`src/rtl/add_arb_pkg.sv`:
```
// Shared types, defaults and round-robin pick helper for add_share_arbiter.
package add_arb_pkg;

    localparam int unsigned ADD_ARB_NREQ     = 4;
    localparam int unsigned ADD_ARB_DW       = 4;
    localparam int unsigned ADD_ARB_MAX_NREQ = 8;

    typedef enum logic [1:0] {
        IDLE = 2'd0,
        CALC = 2'd1,
        RESP = 2'd2
    } state_t;

    // First set bit of valid searching upward from last+1, wrapping at nreq.
    // Returns last unchanged when nothing is valid; caller qualifies with |valid.
    function automatic logic [2:0] rr_pick(input logic [7:0] valid,
                                           input logic [2:0] last,
                                           input int unsigned nreq);
        logic [2:0]  pick;
        logic        found;
        int unsigned idx;
        pick  = last;
        found = 1'b0;
        for (int unsigned k = 1; k <= ADD_ARB_MAX_NREQ; k++) begin
            idx = (32'(last) + k) % nreq;
            if (!found && (k <= nreq) && valid[3'(idx)]) begin
                pick  = 3'(idx);
                found = 1'b1;
            end
        end
        return pick;
    endfunction

endpackage

```
`src/rtl/add_core.sv`:
```
// Registered adder: sum is a+b with the carry kept in the extra MSB.
module add_core
    import add_arb_pkg::*;
#(
    parameter int unsigned DW = ADD_ARB_DW
) (
    input  logic          clk,
    input  logic          rst_n,
    input  logic [DW-1:0] a,
    input  logic [DW-1:0] b,
    output logic [DW:0]   sum
);

    logic [DW:0] sum_d;
    logic [DW:0] sum_q;

    // Zero-extend both operands so the carry lands in the MSB.
    always_comb begin
        sum_d = (DW+1)'(a) + (DW+1)'(b);
    end

    // Result register.
    always_ff @(posedge clk or negedge rst_n) begin
        if (!rst_n) begin
            sum_q <= '0;
        end else begin
            sum_q <= sum_d;
        end
    end

    assign sum = sum_q;

endmodule

```
`src/rtl/add_share_arbiter.sv`:
```
// Round-robin arbiter sharing one registered adder between NREQ requesters.
// One operation in flight at a time: IDLE (grant) -> CALC (add) -> RESP (hold until taken).
// Optional per-requester grant counters are built when ADD_ARB_STATS_EN is defined.
module add_share_arbiter
    import add_arb_pkg::*;
#(
    parameter  int unsigned NREQ = ADD_ARB_NREQ,
    parameter  int unsigned DW   = ADD_ARB_DW,
    localparam int unsigned IDW  = $clog2(NREQ)
) (
    input  logic              clk,
    input  logic              rst_n,
    input  logic [NREQ-1:0]   req_valid,
    input  logic [NREQ*DW-1:0] req_a,
    input  logic [NREQ*DW-1:0] req_b,
    output logic [NREQ-1:0]   req_ready,
    output logic              rsp_valid,
    output logic [DW:0]       rsp_sum,
    output logic [IDW-1:0]    rsp_id,
    input  logic              rsp_ready
`ifdef ADD_ARB_STATS_EN
    ,
    output logic [NREQ*8-1:0] grant_cnt
`endif
);

    state_t         state_q, state_d;
    logic [IDW-1:0] last_grant_q, last_grant_d;
    logic [IDW-1:0] gid_q, gid_d;
    logic [DW-1:0]  a_q, a_d;
    logic [DW-1:0]  b_q, b_d;
    logic           rsp_valid_q, rsp_valid_d;
    logic [IDW-1:0] rsp_id_q, rsp_id_d;
    logic [IDW-1:0] grant;
    logic           any_valid;
    logic [DW:0]    core_sum;

    // Candidate grant for this cycle, starting after the previous winner.
    always_comb begin
        any_valid = |req_valid;
        grant     = IDW'(rr_pick(8'(req_valid), 3'(last_grant_q), NREQ));
    end

    // Next-state, operand capture and accept strobe.
    always_comb begin
        state_d      = state_q;
        last_grant_d = last_grant_q;
        gid_d        = gid_q;
        a_d          = a_q;
        b_d          = b_q;
        rsp_valid_d  = rsp_valid_q;
        rsp_id_d     = rsp_id_q;
        req_ready    = '0;
        unique case (state_q)
            IDLE: begin
                if (any_valid) begin
                    req_ready[grant] = 1'b1;
                    a_d              = req_a[grant*DW +: DW];
                    b_d              = req_b[grant*DW +: DW];
                    gid_d            = grant;
                    last_grant_d     = grant;
                    state_d          = CALC;
                end
            end
            CALC: begin
                rsp_valid_d = 1'b1;
                rsp_id_d    = gid_q;
                state_d     = RESP;
            end
            RESP: begin
                if (rsp_ready) begin
                    rsp_valid_d = 1'b0;
                    state_d     = IDLE;
                end
            end
            default: begin
                state_d = IDLE;
            end
        endcase
    end

    // State and control registers; reset discards any in-flight op.
    always_ff @(posedge clk or negedge rst_n) begin
        if (!rst_n) begin
            state_q      <= IDLE;
            last_grant_q <= IDW'(NREQ - 1);
            gid_q        <= '0;
            a_q          <= '0;
            b_q          <= '0;
            rsp_valid_q  <= 1'b0;
            rsp_id_q     <= '0;
        end else begin
            state_q      <= state_d;
            last_grant_q <= last_grant_d;
            gid_q        <= gid_d;
            a_q          <= a_d;
            b_q          <= b_d;
            rsp_valid_q  <= rsp_valid_d;
            rsp_id_q     <= rsp_id_d;
        end
    end

    // Operands only change on a grant, so the sum holds until the next op completes.
    add_core #(
        .DW (DW)
    ) u_add_core (
        .clk   (clk),
        .rst_n (rst_n),
        .a     (a_q),
        .b     (b_q),
        .sum   (core_sum)
    );

    assign rsp_valid = rsp_valid_q;
    assign rsp_sum   = core_sum;
    assign rsp_id    = rsp_id_q;

`ifdef ADD_ARB_STATS_EN
    logic [7:0] cnt_q [NREQ];
    logic [7:0] cnt_d [NREQ];

    // One wrapping 8-bit counter per requester, bumped on each accept strobe.
    always_comb begin
        for (int i = 0; i < int'(NREQ); i++) begin
            cnt_d[i] = cnt_q[i] + 8'(req_ready[i]);
        end
    end

    // Counter registers.
    always_ff @(posedge clk or negedge rst_n) begin
        if (!rst_n) begin
            for (int i = 0; i < int'(NREQ); i++) begin
                cnt_q[i] <= '0;
            end
        end else begin
            for (int i = 0; i < int'(NREQ); i++) begin
                cnt_q[i] <= cnt_d[i];
            end
        end
    end

    for (genvar g = 0; g < int'(NREQ); g++) begin : g_cnt_out
        assign grant_cnt[g*8 +: 8] = cnt_q[g];
    end
`endif

endmodule

```
`config.mk`:
```
export PLATFORM = sky130hd
export DESIGN_NAME = add_share_arbiter
export DESIGN_NICKNAME = d
export VERILOG_FILES = /design/src/rtl/add_arb_pkg.sv /design/src/rtl/add_core.sv /design/src/rtl/add_share_arbiter.sv
export SDC_FILE = /design/constraint.sdc
export NUM_CORES = 1
export LEC_CHECK = 0
export CAP_MARGIN = 20
export CELL_PAD_IN_SITES_DETAIL_PLACEMENT = 1
export CELL_PAD_IN_SITES_GLOBAL_PLACEMENT = 1
export CORE_AREA = 5 5 71 73
export CTS_CLUSTER_DIAMETER = 30
export CTS_CLUSTER_SIZE = 8
export DETAILED_ROUTE_END_ITERATION = 8
export DIE_AREA = 0 0 76 78
export PLACE_DENSITY_LB_ADDON = 0.1
export SLEW_MARGIN = 20
export SYNTH_ARGS = -nofsm -noshare
export SYNTH_HDL_FRONTEND = slang
export SYNTH_HIERARCHICAL = 1
export SYNTH_SLANG_ARGS = --single-unit
```
`constraint.sdc`:
```
create_clock -name clk -period 2.5 [get_ports clk]
set_input_delay 0.25 -clock clk [delete_from_list [all_inputs] [get_ports clk]]
set_output_delay 0.25 -clock clk [all_outputs]
set_load 0.1 [all_outputs]
```
==> out/qor.yml, run 1 <==
outcome: "finished, final reports clean"
cts_buffers: 3
yosysMostFrequentCell: "dfrtp_1"
start_kind: "input port"
dp_slack_ns: 0.1776
diodes: 0
worstSkewPairLatency_ns: 0.26
tightest_slew_ns: 0.5746
worstSetupPathType: "in -> out"
postRouteAntennaNets: 0
start_util: 0.3100
startpoint: "req_valid[1]"
grt_pass1_vias: 1350
numClockSinks: 22
cp-end-kind: "output pin"
ys_seq_elements: 22
holdBufCountCts: 0
htreeDepth: 1
syn_area_sq_um: 1331
ys_seq_area_frac: 0.4154
root_buffer: "clkbuf_8"
cts_setup_buffers: 0
area.growth.synth_to_final_pct: 52.44
drive_gt1_frac: 0.2567
routabilityCongestion: 0.7570
cts.clk_slew.worst_paths_ns: 0.08
synth_top_area_frac: 0.3759
finalInstanceArea_sq_um: 2029
dieWidth_microns: 76
die_h_microns: 78
path_max_fanout: 10
rr_endpoint: "b_q[1]"
grt_max_degree: 23
dp_cells: 235
ys_top_cells_by_count: "dfrtp_1, a21oi_1, o31ai_1"
overflow: 0
relSlewSlack: 0.6137
vias_per_cell: 5.075
fin_hold_ws_ns: 0.3342
coreArea_sq_um: 4294
nNetsFinal: 232
fmax_mhz: 433.9
vias: 1213
synth_top_area_cell: "dfrtp_1"
powerDensity_nw_per_um2: 1438
crit_arrival_ns: 2.05
required_ns: 2.25
place_area_sq_um: 1974
peakVddDrop_mv: 0.4512
drc: 0
ys_types: 40
antenna_found_initial: 0
wl_per_cell_microns: 16.44
drt_first_iter_violations: 25
fin_ws_ns: 0.1954
finalClockSkew_ns: 0.005374
drv_slew: 0
yosysWarnings: 6
async_flop_share: 1.000
setup_tns_ns: 0
rr_worst_depth: 6
rrSetupSlack_ns: 0.39
synthFlopType: "dfrtp_1"
cts_tree: "yes"
stdcell_count: 239
io_buffers: 50
min_period_ns: 2.305
synthCells: 127
min_path_type: "in -> async"
period_share: 0.9219
synth_area_leaders: "dfrtp_1, mux2_2, a221o_1"
leakagePower_nw: 0.8739
synth_edf_count: 0
rows: 24
grtUsageTotal: 0.1390
fp.dieArea_sq_um: 5928
ctsResizeCount: 0
routed_wl_mm: 3.928
final_hold_viol_count: 0
rsz0062_at_grt: "false"
synthesis.nets: 171
dp_hpwl_mm: 3.327
syn_area_per_cell_sq_um: 10.48
cap_violations: 0
r2r-start: "last_grant_q[1]"
io_pins: 51
grt_pass1_wl_mm: 6.789
firstDrtPassIters: 5
setup_violations: 0
clk_path_buf_depth: 2
crit_end: "req_ready[3]"
metrics by stage:
step,util,power (mW)
after detailed placement,0.4598,2.690
after global placement,0.4598,2.630
after CTS,0.4726,2.946
after floorplan,-,2.116
after global routing,0.4726,3.116
final,0.4726,2.919
flip-flops by register name (all words and copies together) (netlist names):
register        flops
u_add_core/sum      5
a_q                 4
b_q                 4
gid_q               2
last_grant_q        2
rsp_id              2
state_q             2
rsp_valid           1
layout by cell type (no fill, tap or decap), drive strengths merged, types with 2 or more instances in the layout:
cell,n
dfrtp,20
buf,23
o21ai,3
nand4,7
nor3,2
a211oi,2
ha,4
a21o,2
clkdlybuf4s50,38
nand2b,7
o31ai,8
xnor2,2
clkbuf,4
a21oi,14
nor2,8
a221o,7
and3,2
inv,6
or3,2
dfstp,2
nand2,4
mux2,9
metal layers:
metal	GRT usage	share of wire	vias up
met1	0.1768	0.45	575
met2	0.2295	0.48	42
met3	0.03009	0.048	6
met4	0.05338	0.021	0
met5	0	0	-
li1	-	-	590
final cells by class:
type | instances | area [sq um]
Sequential cell | 22 | 553.0
Fill cell | 490 | 2265
Multi-Input combinational cell | 93 | 726.9
Tap cell | 52 | 65.06
Clock buffer | 4 | 55.05
Inverter | 7 | 26.28
Timing Repair Buffer | 61 | 603.1
cell families after synthesis:
family / count (synthesis) / share of synthesized area
adder cells (fa/ha/maj): 5 / 0.05263
AND/OR/NAND/NOR: 37 / 0.1626
multiplexers: 10 / 0.08929
AO/OA/AOI/OAI: 39 / 0.2171
flip-flops: 22 / 0.4154
XOR/XNOR: 2 / 0.01316
buffers and inverters: 12 / 0.04981
power by group:
group	leakage (nW)	internal, mW	switching [mW]
registers	0.259	0.556	0.119
logic	0.586	0.733	1.26
clock network	0.0288	0.140	0.111
critical path: stages:
cell and delay [ns]:
clkdlybuf4s50_1 0.52, nand2b_1 0.10, nor2_1 0.31, nor3_4 0.08, buf_4 0.20, buf_4 0.19
nor3_4 0.20, buf_12 0.20
worst min-delay path by stage:
stage	depth (start not counted)	slack, ns	to
3_3_place_gp	1	0.47	rsp_valid
6_report	2	0.33	gid_q[0]
3_5_place_dp	1	0.49	rsp_valid
2_1_floorplan	0	-0.05	a_q[0]
5_1_grt	2	0.37	gid_q[0]
4_1_cts	2	0.35	rsp_id[0]
No activity file was read; power rests on OpenSTA's default activity.
==> run 2, diff against run 1 <==
--- a/config.mk
+++ b/config.mk
@@ -5,14 +5,15 @@
 export SDC_FILE = /design/constraint.sdc
 export NUM_CORES = 1
 export LEC_CHECK = 0
+export ABC_CLOCK_PERIOD_IN_PS = 2950
 export CAP_MARGIN = 20
 export CELL_PAD_IN_SITES_DETAIL_PLACEMENT = 1
 export CELL_PAD_IN_SITES_GLOBAL_PLACEMENT = 1
-export CORE_AREA = 5 5 71 73
+export CORE_AREA = 5 5 68 70
 export CTS_CLUSTER_DIAMETER = 30
 export CTS_CLUSTER_SIZE = 8
 export DETAILED_ROUTE_END_ITERATION = 8
-export DIE_AREA = 0 0 76 78
+export DIE_AREA = 0 0 73 75
 export PLACE_DENSITY_LB_ADDON = 0.1
 export SLEW_MARGIN = 20
 export SYNTH_ARGS = -nofsm -noshare
==> constraint.sdc (replaced) <==
create_clock -name clk -period 2.95 [get_ports clk]
set_input_delay 0.295 -clock clk [delete_from_list [all_inputs] [get_ports clk]]
set_output_delay 0.295 -clock clk [all_outputs]
set_load 0.1 [all_outputs]
==> out/qor.yml, run 2 (same netlist as run 1, synthesis figures left out) <==
routabilityCongestion: 0.8138  # was 0.7570
layout_commonest_cell: "clkdlybuf4s50_1"  # unchanged
clk_path_buf_depth: 2  # unchanged
p_sw_mw: 1.232  # was 1.490 mW
worstSkewPairLatency_ns: 0.27  # was 0.26 ns
period_share: 0.9180
final_hold_viol_count: 20  # was 0
dieWidth_microns: 73  # was 76 microns
routed_wl_mm: 3.661  # was 3.928 mm
wl_per_cell_microns: 16.06  # was 16.44 microns
setup_tns_ns: 0  # unchanged
grt_max_degree: 23  # unchanged
rsz0062_at_grt: "false"  # unchanged
dp_hpwl_mm: 3.038  # was 3.327 mm
min_period_ns: 2.708
drive_gt1_frac: 0.2135  # was 0.2567
die_h_microns: 75  # was 78 microns
min_path_type: "in -> async"  # unchanged
relSlewSlack: 0.4921  # was 0.6137
largest_register_ffs: 5  # unchanged
grtUsageTotal: 0.1513  # was 0.1390
postRouteAntennaNets: 0  # unchanged
rows: 23  # was 24
cp-end-kind: "output pin"  # unchanged
finalClockSkew_ns: 0.006962  # was 0.005374 ns
peakVddDrop_mv: 0.3832  # was 0.4512 mV
required_ns: 2.65  # was 2.25 ns
firstDrtPassIters: 4  # was 5
coreArea_sq_um: 3914  # was 4294 sq um
vias_per_cell: 5.189  # was 5.075
htreeDepth: 1  # unchanged
cts_tree: "yes"  # unchanged
io_buffers: 50  # unchanged
nNetsFinal: 223  # was 232
cts_buffers: 3  # unchanged
cts.clk_slew.worst_paths_ns: 0.08  # about the same
vias: 1183  # was 1213
start_kind: "flip-flop"  # was input port
powerDensity_nw_per_um2: 1249  # was 1438 nW/um^2
drv_slew: 0  # unchanged
root_buffer: "clkbuf_8"  # unchanged
path_max_fanout: 15  # was 10
combPwrFrac: 0.650  # was 0.683
diodes: 0  # unchanged
area.growth.synth_to_final_pct: 47.27  # was 52.44%
fin_hold_ws_ns: -0.03065  # was 0.3342 ns
cap_violations: 0  # unchanged
leakagePower_nw: 0.8327  # was 0.8739 nW
grt_pass1_vias: 1353  # was 1350
io_pins: 51  # unchanged
p_seq_frac: 0.234  # was 0.231
grt_pass1_wl_mm: 6.368  # was 6.789 mm
violations: "negative hold slack"
antenna_found_initial: 0  # unchanged
tightest_slew_ns: 0.7591  # was 0.5746 ns
fp.dieArea_sq_um: 5475  # was 5928 sq um
p_int_mw: 1.216  # was 1.429 mW
cts_setup_buffers: 0  # unchanged
holdBufCountCts: 0  # unchanged
layout_common_cells: "clkdlybuf4s50_1, dfrtp_1, a21oi_1"  # was clkdlybuf4s50_1, dfrtp_1, buf_4
crit_arrival_ns: 2.41  # was 2.05 ns
outcome: "finished, violations left"  # was finished, final reports clean
start_util: 0.3402  # was 0.3100
overflow: 0  # unchanged
ctsResizeCount: 0  # unchanged
setup_violations: 0  # unchanged
switching_share: 0.5032  # was 0.5106
clockPowerShare: 0.116  # was 0.086
drt_first_iter_violations: 34  # was 25
numClockSinks: 22  # unchanged
drc: 0  # unchanged
worstSetupPathType: "reg -> out"  # was in -> out
fmax_mhz: 369.2
[run 2: routing by layer]
layer  part of all wire  vias up  global-route usage
li1                   -      578                   -
met1               0.44      560              0.1841
met2               0.49       40              0.2552
met3              0.058        5             0.02804
met4              0.017        0             0.07787
met5                  0        -                   0
[run 2: critical path, cell delays in order (launching register included)]
cell and delay, ns:
dfstp_2 0.59, nand2_1 0.08, and3_1 0.32, nor3_4 0.64, and3_1 0.33, buf_12 0.19
[run 2: per-stage QoR]
stage,power [mW],area [sq um],setup WS [ns],util,cells
detailed placement,2.184,1894,0.2269,0.4840,224
global placement,2.133,1894,0.3085,0.4840,224
finish,2.448,1961,0.2418,0.5010,228
global route,2.618,1961,0.1056,0.5010,228
CTS,2.479,1966,0.2062,0.5022,228
floorplan,1.777,1336,0.1460,-,127
[run 2: layout make-up]
class / instances / area [sq um]
multi-input combinational: 93 / 716.9
tap: 50 / 62.56
timing repair buffer: 52 / 530.5
fill: 453 / 1953
inverter: 7 / 26.28
clock inverter: 1 / 30.03
sequential: 22 / 553.0
clock buffer: 3 / 41.29
[run 2: path summary, 6_finish.rpt]
check	slack [ns]	cells after the start	from	end
max reg2reg	0.49	5	last_grant_q[1]	b_q[2]
min	-0.03	1	rst_n	b_q[3]
max	0.24	5	last_grant_q[1]	req_ready[0]
max in group asynchronous	2.63	1	rst_n	last_grant_q[0]
min in group clk	0.49	1	state_q[1]	rsp_valid
min reg2reg	0.49	1	state_q[1]	rsp_valid
[run 2: power by group through the flow]
stage                     Sequential (mW)  Clock [mW]  Combinational, mW
after detailed placement            0.581           0               1.60
after floorplan                     0.938           0              0.840
after global placement              0.569           0               1.56
after CTS                           0.576       0.294               1.61
final                               0.574       0.283               1.59
after global routing                0.599       0.305               1.71
